## src/rtl/preg_free_list.sv

```systemverilog
// Physical-register free list: circular FIFO of free pregs with per-branch read-pointer checkpoints.
// Optional FREELIST_CHECK_EN adds a sticky err_o for zero/overflow/underflow/duplicate-free events.
module preg_free_list #(
  parameter  int NUM_PREGS = 64,
  parameter  int NUM_AREGS = 32,
  parameter  int N_CKPT    = 8,
  localparam int PREG_W    = $clog2(NUM_PREGS),
  localparam int CKPT_W    = $clog2(N_CKPT)
) (
  input  logic              clk,
  input  logic              rst_n,
  input  logic              flush_i,
  input  logic              alloc_req_i,
  output logic              alloc_valid_o,
  output logic [PREG_W-1:0] alloc_preg_o,
  input  logic              free_req_i,
  input  logic [PREG_W-1:0] free_preg_i,
  input  logic              checkpoint_take_i,
  input  logic [CKPT_W-1:0] checkpoint_id_i,
  input  logic              recover_i,
  input  logic [CKPT_W-1:0] recover_id_i,
  output logic [PREG_W:0]   free_count_o,
  output logic              err_o
);

  localparam logic [PREG_W:0] FULL_CNT  = (PREG_W+1)'(NUM_PREGS);
  localparam logic [PREG_W:0] RESET_CNT = (PREG_W+1)'(NUM_PREGS - NUM_AREGS);

  logic [PREG_W-1:0] mem  [NUM_PREGS];
  logic [PREG_W:0]   ckpt [N_CKPT];
  logic [PREG_W:0]   rd_ptr;
  logic [PREG_W:0]   wr_ptr;
  logic [PREG_W:0]   rd_ptr_nxt;
  logic              alloc_fire;
  logic              free_accept;

  assign free_count_o  = wr_ptr - rd_ptr;
  // rst_n gating keeps rename from seeing a valid head while the block is held in reset
  assign alloc_valid_o = rst_n && (free_count_o != '0) && !recover_i && !flush_i;
  assign alloc_preg_o  = mem[rd_ptr[PREG_W-1:0]];
  assign alloc_fire    = alloc_req_i && alloc_valid_o;
  assign free_accept   = free_req_i && (free_preg_i != '0) && (free_count_o != FULL_CNT) && !flush_i;
  assign rd_ptr_nxt    = rd_ptr + {{PREG_W{1'b0}}, alloc_fire};

  always_ff @(posedge clk) begin
    if (!rst_n || flush_i) begin
      for (int i = 0; i < NUM_PREGS; i++) begin
        mem[i] <= (i < NUM_PREGS - NUM_AREGS) ? PREG_W'(NUM_AREGS + i) : '0;
      end
      for (int j = 0; j < N_CKPT; j++) begin
        ckpt[j] <= '0;
      end
      rd_ptr <= '0;
      wr_ptr <= RESET_CNT;
    end else begin
      // recovery rewinds the read side only; committed frees keep landing at the tail
      if (recover_i) begin
        rd_ptr <= ckpt[recover_id_i];
      end else begin
        rd_ptr <= rd_ptr_nxt;
      end
      if (free_accept) begin
        mem[wr_ptr[PREG_W-1:0]] <= free_preg_i;
        wr_ptr                  <= wr_ptr + 1'b1;
      end
      if (checkpoint_take_i && !recover_i) begin
        ckpt[checkpoint_id_i] <= rd_ptr_nxt;
      end
    end
  end

`ifdef FREELIST_CHECK_EN
  logic dup_hit;
  logic ev_zero;
  logic ev_ovf;
  logic ev_underflow;
  logic ev_dup;

  // an entry is live when its distance from the head is below the current count
  always_comb begin
    dup_hit = 1'b0;
    for (int i = 0; i < NUM_PREGS; i++) begin
      if (((PREG_W+1)'(PREG_W'(i) - rd_ptr[PREG_W-1:0]) < free_count_o) && (mem[i] == free_preg_i)) begin
        dup_hit = 1'b1;
      end
    end
  end

  assign ev_zero      = free_req_i && (free_preg_i == '0) && !flush_i;
  assign ev_ovf       = free_req_i && (free_preg_i != '0) && (free_count_o == FULL_CNT) && !flush_i;
  assign ev_underflow = alloc_req_i && !alloc_valid_o && !recover_i && !flush_i;
  assign ev_dup       = free_req_i && (free_preg_i != '0) && dup_hit && !flush_i;

  always_ff @(posedge clk) begin
    if (!rst_n) begin
      err_o <= 1'b0;
    end else begin
      if (ev_zero || ev_ovf || ev_underflow || ev_dup) begin
        err_o <= 1'b1;
      end
      if (ev_zero)      $display("preg_free_list: free of preg 0 dropped");
      if (ev_ovf)       $display("preg_free_list: overflow, free of preg %0d dropped", free_preg_i);
      if (ev_underflow) $display("preg_free_list: alloc request with no free preg");
      if (ev_dup)       $display("preg_free_list: duplicate free of preg %0d", free_preg_i);
    end
  end
`else
  assign err_o = 1'b0;
`endif

endmodule

```

## config.mk

```make
export PLATFORM = sky130hd
export DESIGN_NAME = preg_free_list
export DESIGN_NICKNAME = d
export VERILOG_FILES = /design/src/rtl/preg_free_list.sv
export SDC_FILE = /design/constraint.sdc
export NUM_CORES = 1
export LEC_CHECK = 0
export BUFFER_PORTS_ARGS = -buffer_cell sky130_fd_sc_hd__clkbuf_2
export CORE_MARGIN = 10
export CORE_UTILIZATION = 55
export DETAILED_ROUTE_END_ITERATION = 10
export GPL_ROUTABILITY_DRIVEN = 1
export GPL_TIMING_DRIVEN = 0
export PLACE_DENSITY = 0.74
export SETUP_SLACK_MARGIN = 0.5
export SLEW_MARGIN = 20
export SYNTH_ARGS = -nofsm -noshare
export SYNTH_HDL_FRONTEND = slang
export SYNTH_SLANG_ARGS = --single-unit
```

## constraint.sdc

```tcl
create_clock -name clk -period 13.1 [get_ports clk]
set_clock_uncertainty 0.1 [all_clocks]
set_input_delay 3.93 -clock clk [delete_from_list [all_inputs] [get_ports clk]]
set_output_delay 3.93 -clock clk [all_outputs]
set_load 0.02 [all_outputs]
```

==> results of run 1 <==
cells in the final DEF (no fill, tap or decap), types with 9 or more instances in the layout:
cell type,instances
sky130_fd_sc_hd__mux4_2,132
sky130_fd_sc_hd__clkbuf_16,49
sky130_fd_sc_hd__a211oi_1,9
sky130_fd_sc_hd__nor4_1,33
sky130_fd_sc_hd__nand3_1,14
sky130_fd_sc_hd__clkbuf_2,31
sky130_fd_sc_hd__buf_1,11
sky130_fd_sc_hd__clkbuf_1,85
sky130_fd_sc_hd__o41ai_2,12
sky130_fd_sc_hd__nor2_1,346
sky130_fd_sc_hd__edfxtp_1,440
sky130_fd_sc_hd__o31ai_2,30
sky130_fd_sc_hd__buf_2,52
sky130_fd_sc_hd__ha_1,9
sky130_fd_sc_hd__inv_1,13
sky130_fd_sc_hd__dfxtp_1,14
sky130_fd_sc_hd__and2_1,14
sky130_fd_sc_hd__nand2_1,168
sky130_fd_sc_hd__buf_4,19
sky130_fd_sc_hd__mux2i_1,10
sky130_fd_sc_hd__o21ai_0,12
sky130_fd_sc_hd__nand4_1,41
sky130_fd_sc_hd__a21oi_1,12
power groups by stage:
stage	Clock (uW)	Sequential [uW]	Combinational (uW)
after detailed placement	0	1680	220
after global routing	1400	1660	237
after CTS	1340	1650	222
final	1350	1650	230
after global placement	0	1680	208
after floorplan	0	1670	136
sequential cells by signal (all words and copies together) (netlist names):
| signal | cells |
|---|---|
| rd_ptr | 7 |
| mem | 384 |
| wr_ptr | 7 |
| ckpt | 56 |
final cells by class:
cell class | count | area, um2 | area share [%]
repair buffers | 46 | 255 | 1.07
multi-input cells | 938 | 7360 | 30.8
flip-flops and latches | 454 | 13500 | 56.4
clock buffers | 72 | 1360 | 5.69
clock inverters | 14 | 168 | 0.701
plain buffers | 134 | 596 | 2.49
inverters | 15 | 56.3 | 0.235
well taps | 511 | 639 | 2.67
cells by family after synthesis:
| logic type | Yosys count | synth area share, % |
|---|---|---|
| other | 1 | 0.0177 |
| flip-flops | 454 | 63.6 |
| buffers and inverters | 149 | 3.06 |
| AO/OA/AOI/OAI | 119 | 4.35 |
| multiplexers | 147 | 14.8 |
| adder cells (fa/ha/maj) | 10 | 0.625 |
| AND/OR/NAND/NOR | 653 | 13.3 |
| XOR/XNOR | 8 | 0.330 |
worst min path at each step:
stage	startpoint	to	slack, ps
finish	wr_ptr[6]	wr_ptr[6]	390
CTS	wr_ptr[6]	wr_ptr[6]	390
detailed placement	wr_ptr[6]	wr_ptr[6]	380
floorplan	wr_ptr[6]	wr_ptr[6]	350
global placement	wr_ptr[6]	wr_ptr[6]	370
global route	wr_ptr[6]	wr_ptr[6]	400
worst max-delay path, stage by stage:
cell,delay (ps)
sky130_fd_sc_hd__clkbuf_2,190
sky130_fd_sc_hd__nand2b_1,260
sky130_fd_sc_hd__nor2_1,560
sky130_fd_sc_hd__a21boi_1,700
sky130_fd_sc_hd__clkbuf_2,290
stage by stage:
step,hold WS [ps],power (uW),instances,setup slack (ps)
2_1_floorplan,354,1810,1541,4450
3_3_place_gp,365,1890,2081,3330
3_5_place_dp,378,1900,2098,3310
4_1_cts,388,3220,2184,3300
5_1_grt,403,3290,2184,3190
6_report,386,3240,2184,3130
layer usage:
metal	vias to the layer above	GRT usage (%)	part of all wire, %	routed length (um)
li1	6030	-	-	-
met5	-	0	0.073	49
met2	1294	44.0	46	30700
met3	273	9.39	14	9690
met4	4	13.2	5.5	3690
met1	7384	36.3	34	23100
==> metrics.md, run 1 <==
| Metric | Value |
|---|---|
| TritonCTS Buffers | 47 |
| Number of iterations in the first detailed-routing pass | 6 |
| Aggregate global-route resource usage | 28.6% |
| Number of setup buffers added after CTS | 0 |
| Gates resized, CTS repair | 0 |
| NetSw | 729 uW |
| Post-route minimum period | 9970 ps |
| Final hold vios | 0 |
| Worst relative slew slack | 9.83% |
| Total count of max-transition violations in the final report | 0 |
| Final layout net count | 1665 |
| Mean instance size in the synthesized netlist | 13.8 um2 |
| Overall die height | 216 um |
| Part of the total power dissipated in the clock network | 41.8% |
| Most instantiated library cell after synthesis | sky130_fd_sc_hd__edfxtp_1 |
| Unrepaired setup endpoints after global routing | no |
| Global-route congestion overflow total | 0 |
| Hold depth | 2 |
| Number of distinct standard cells referenced by the synthesized netlist | 56 |
| Layout cell share with drive strength beyond 1 | 21.6% |
| Number of fillers in the final layout | 2862 |
| Area of the core region | 0.0378 mm2 |
| Worst path arrival time | 5940 ps |
| Vias in the first global route | 14657 |
| Global-route wire length before repair | 97600 um |
| Final setup fails | 0 |
| Placed cell area | 0.0224 mm2 |
| Crit path launch | rst_n |
| Post-route standard cell area excluding fillers | 0.0239 mm2 |
| Share of the yosys chip area belonging to registers | 63.6% |
| Internal power consumption | 2510 uW |
| Final estimated routing congestion in global placement | 1.01 |
| Capturing element of the worst setup path | alloc_valid_o |
| Area share of the leading cell type in the synthesized netlist | 62.3% |
| Biggest fanout along the worst timing path | 8 |
| Register clock-pin slew on the reported worst setup and hold paths | 60 ps |
| H-Tree Level Count | 2 |
| Logic depth of the worst register-to-register path | 18 |
| Setup TNS | 0 ps |
| Reg2reg start | rd_ptr[1] |
| Syn nets | 1570 |
| Sinks on the clock net | 454 |
| Type of destination of the critical path | output port |
| Count of mapped cells out of synthesis | 1541 |
| Antenna cells | 0 |
| Initial antenna violation count | 2 |
| Power share of the sequential group | 51.1% |
| Number of flops mapped to enable cells by yosys | 440 |
| Number of primary I/O pins | 34 |
| Number of register bits inferred by synthesis | 454 |
| Post-route clock period utilization | 76.1% |
| Std cell rows | 71 |
| Cell type contributing the most total cell area after synthesis | sky130_fd_sc_hd__edfxtp_1 |
| Capture point of the worst reg-to-reg path | rd_ptr[2] |
| Worst setup slack for register-to-register paths | 6100 ps |
| Worst Setup Path Type | input pin to output port |
| Overall via count from detail_route | 14985 |
| Width of the chip | 216 um |
| Final Routed Wirelength | 67200 um |
| Class of the tightest hold or removal check | flop to flop |
| Insertion delay of the later-clocked pin in the worst-skew pair | 580 ps |
| Mean number of vias per cell | 6.86 |
| Initial cell density of the core | 56.1% |
| Die Footprint | 0.0468 mm2 |
| Half-perimeter wire length after placement | 47700 um |
| Power per cell area | 135 mW/mm2 |
| Count of input and output buffers | 29 |
| Root Buffer Master | sky130_fd_sc_hd__clkbuf_16 |
| Endpoint required time on the critical path | 9070 ps |
| Clock tree from TritonCTS | yes |
| Area growth from synthesis to layout | 12.8% |
| Yosys warnings | 0 |
| Predominant post-synthesis flop cell | sky130_fd_sc_hd__edfxtp_1 |
| Hold Buf Count CTS | 0 |
| Critical Path Start Type | input pin |
| Max Clk Rate | 100 MHz |
| Synth Cell Area | 0.0212 mm2 |
| Actual transition at the worst max-transition pin | 1340 ps |
| Top cell types by occurrence after synthesis | 440 x sky130_fd_sc_hd__edfxtp_1, 346 x sky130_fd_sc_hd__nor2_1, 168 x sky130_fd_sc_hd__nand2_1 |
| Result of the run | finished, final reports clean |
| Post-layout util | 63.2% |
| Starting DRC count in detailed routing | 2747 |
| Most area-consuming cells after synthesis | sky130_fd_sc_hd__edfxtp_1 62%, sky130_fd_sc_hd__mux4_2 14%, sky130_fd_sc_hd__nor2_1 6.1% |
| Buffers from clock root to sink, at most | 3 |
| Drt wl/cell | 30.8 um |
| Antenna-violating nets left | 0 |
| Worst vdd ir | 0.000102 V |
| Combinational power share | 7.1% |
| Max Cap Viol | 0 |
| Leakage dissipation | 0.00753 uW |
| Share of flip-flops with an asynchronous set or reset after synthesis | 0% |
| Number of remaining DRC errors | 0 |
| Switching share of power | 22.5% |
| Largest net degree at the start of global routing | 15 |
No activity file was read; power rests on OpenSTA's default activity.
==> run 2, diff against run 1 <==
==> constraint.sdc (replaced) <==
create_clock -name clk -period 9.2 [get_ports clk]
set_clock_uncertainty 0.1 [all_clocks]
set_input_delay 2.76 -clock clk [delete_from_list [all_inputs] [get_ports clk]]
set_output_delay 2.76 -clock clk [all_outputs]
set_load 0.02 [all_outputs]
==> metrics.md, run 2 (synthesis results as in run 1) <==
| Metric | Value |
|---|---|
| Initial cell density of the core | 56.1% (unchanged) |
| Post-route minimum period | 8290 ps |
| Area growth from synthesis to layout | 12.8% (about the same) |
| Biggest fanout along the worst timing path | 10 (was 8) |
| Layout cell share with drive strength beyond 1 | 21.7% (was 21.6%) |
| Final layout net count | 1665 (unchanged) |
| Insertion delay of the later-clocked pin in the worst-skew pair | 580 ps (about the same) |
| Power per cell area | 192 mW/mm2 (was 135 mW/mm2) |
| Number of remaining DRC errors | 0 (unchanged) |
| Final estimated routing congestion in global placement | 1.01 (unchanged) |
| Std cell rows | 71 (unchanged) |
| Register clock-pin slew on the reported worst setup and hold paths | 60 ps (about the same) |
| Number of standard cells in the final layout excluding fillers | 2184 (unchanged) |
| TritonCTS Buffers | 47 (unchanged) |
| Global-route wire length before repair | 97600 um (unchanged) |
| Unrepaired setup endpoints after global routing | no (unchanged) |
| Worst vdd ir | 0.000145 V (was 0.000102 V) |
| Initial antenna violation count | 2 (unchanged) |
| Overall via count from detail_route | 14999 (was 14985) |
| Drt wl/cell | 30.8 um (about the same) |
| Final hold vios | 0 (unchanged) |
| Worst Setup Path Type | flop to output port (was input pin to output port) |
| Number of fillers in the final layout | 2861 (was 2862) |
| Overall power of the completed layout | 4600 uW (was 3240 uW) |
| Worst path arrival time | 5430 ps (was 5940 ps) |
| Actual transition at the worst max-transition pin | 1300 ps (was 1340 ps) |
| Max Cap Viol | 0 (unchanged) |
| Result of the run | finished, final reports clean (unchanged) |
| Overall die height | 216 um (unchanged) |
| Type of destination of the critical path | output port (unchanged) |
| Total count of max-transition violations in the final report | 0 (unchanged) |
| Starting DRC count in detailed routing | 2727 (was 2747) |
| Clock tree from TritonCTS | yes (unchanged) |
| Top library cells by usage in the layout, fill and taps aside | 440 x sky130_fd_sc_hd__edfxtp_1, 346 x sky130_fd_sc_hd__nor2_1, 168 x sky130_fd_sc_hd__nand2_1, 132 x sky130_fd_sc_hd__mux4_2, 85 x sky130_fd_sc_hd__clkbuf_1 (unchanged) |
| Aggregate global-route resource usage | 28.6% (unchanged) |
| Final Routed Wirelength | 67200 um (about the same) |
| Reg with most FFs | mem (unchanged) |
| Area of the core region | 0.0378 mm2 (unchanged) |
| Vias in the first global route | 14657 (unchanged) |
| Endpoint required time on the critical path | 6340 ps (was 9070 ps) |
| Setup TNS | 0 ps (unchanged) |
| Global-route congestion overflow total | 0 (unchanged) |
| Antenna-violating nets left | 0 (unchanged) |
| Die Footprint | 0.0468 mm2 (unchanged) |
| Logic depth of the worst register-to-register path | 17 (was 18) |
| Count of placed standard cells including taps | 2098 (unchanged) |
| Critical Path Start Type | flop (was input pin) |
| Class of the tightest hold or removal check | flop to flop (unchanged) |
| Flip-flop count of the largest register, all copies and words added | 384 (unchanged) |
| Final setup fails | 0 (unchanged) |
| Mean number of vias per cell | 6.87 (was 6.86) |
| Sinks on the clock net | 454 (unchanged) |
| Width of the chip | 216 um (unchanged) |
| Largest regs | mem (384), ckpt (56) (unchanged) |
| Buffers from clock root to sink, at most | 3 (unchanged) |
| Number of iterations in the first detailed-routing pass | 8 (was 6) |
| Number of primary I/O pins | 34 (unchanged) |
| Largest net degree at the start of global routing | 15 (unchanged) |
| Count of input and output buffers | 29 (unchanged) |
| Leakage dissipation | 0.00752 uW (was 0.00753 uW) |
| Hold depth | 2 (unchanged) |
| Most common cell after layout, fill and taps aside | sky130_fd_sc_hd__edfxtp_1 (unchanged) |
| Antenna cells | 0 (unchanged) |
| Post-layout util | 63.2% (about the same) |
| Root Buffer Master | sky130_fd_sc_hd__clkbuf_16 (unchanged) |
| Half-perimeter wire length after placement | 47700 um (unchanged) |
| Post-route clock period utilization | 90.1% |
| Worst relative slew slack | 12.4% (was 9.83%) |
| H-Tree Level Count | 2 (unchanged) |
| Max Clk Rate | 121 MHz |
==> run 2: changes by cell type in the layout (fill, tap and decap cells not counted) <==
cell,previous run,this run
sky130_fd_sc_hd__buf_1,11,10
sky130_fd_sc_hd__clkbuf_2,31,32
==> run 2: repair_timing <==
item	CTS	global route
hold buffers	0	0
buffers inserted	0	0
setup endpoints to repair	0	1
gates resized for setup	0	2
==> run 2: final timing paths <==
check                               start       endpoint  slack (ps)
worst max-delay path            rd_ptr[2]  alloc_valid_o         910
worst min register to register  wr_ptr[6]      wr_ptr[6]         390
worst max register to register  rd_ptr[2]      rd_ptr[2]        2550
worst min-delay path            wr_ptr[6]      wr_ptr[6]         390
==> run 2: layout make-up <==
type,instances,area (um2),area share [%]
sequential,454,13500,56.4
multi-input combinational,938,7360,30.8
clock buffer,72,1360,5.69
tap,511,639,2.67
buffer,134,597,2.49
timing repair buffer,46,255,1.07
clock inverter,14,168,0.701
inverter,15,56.3,0.235
==> run 2: layer usage <==
| metal | vias to the layer above | track usage, % | part of all wire [%] |
|---|---|---|---|
| met5 | - | 0 | 0.098 |
| li1 | 6030 | - | - |
| met3 | 278 | 9.39 | 14 |
| met2 | 1287 | 44.0 | 46 |
| met1 | 7400 | 36.3 | 34 |
| met4 | 4 | 13.2 | 5.4 |
==> run 2: through the flow <==
| step | setup WS [ps] | area, um2 | hold WS [ps] |
|---|---|---|---|
| 2_1_floorplan | 2890 | 21200 | 354 |
| 3_3_place_gp | 1600 | 22000 | 365 |
| 3_5_place_dp | 1390 | 22400 | 378 |
| 4_1_cts | 762 | 23900 | 388 |
| 5_1_grt | 780 | 23900 | 403 |
| 6_report | 911 | 23900 | 386 |
==> run 2: power by group <==
part	switching [uW]	leakage, uW	internal, uW	total [uW]
Combinational	220	0.00215	108	328
Clock	793	0.000737	1130	1920
Sequential	23.2	0.00464	2330	2350
Total	1040	0.00752	3570	4600
==> run 2: critical path, stage by stage, from the launching register on <==
cell                       delay, ps
sky130_fd_sc_hd__dfxtp_1         310
sky130_fd_sc_hd__clkbuf_1        610
sky130_fd_sc_hd__buf_1           880
sky130_fd_sc_hd__inv_1           390
sky130_fd_sc_hd__ha_1            450
sky130_fd_sc_hd__o21ai_0         230
sky130_fd_sc_hd__a2111o_1        170
sky130_fd_sc_hd__o311ai_2        150
sky130_fd_sc_hd__nor4_4          720
sky130_fd_sc_hd__buf_2           380
sky130_fd_sc_hd__a21boi_1        290
sky130_fd_sc_hd__clkbuf_2        250
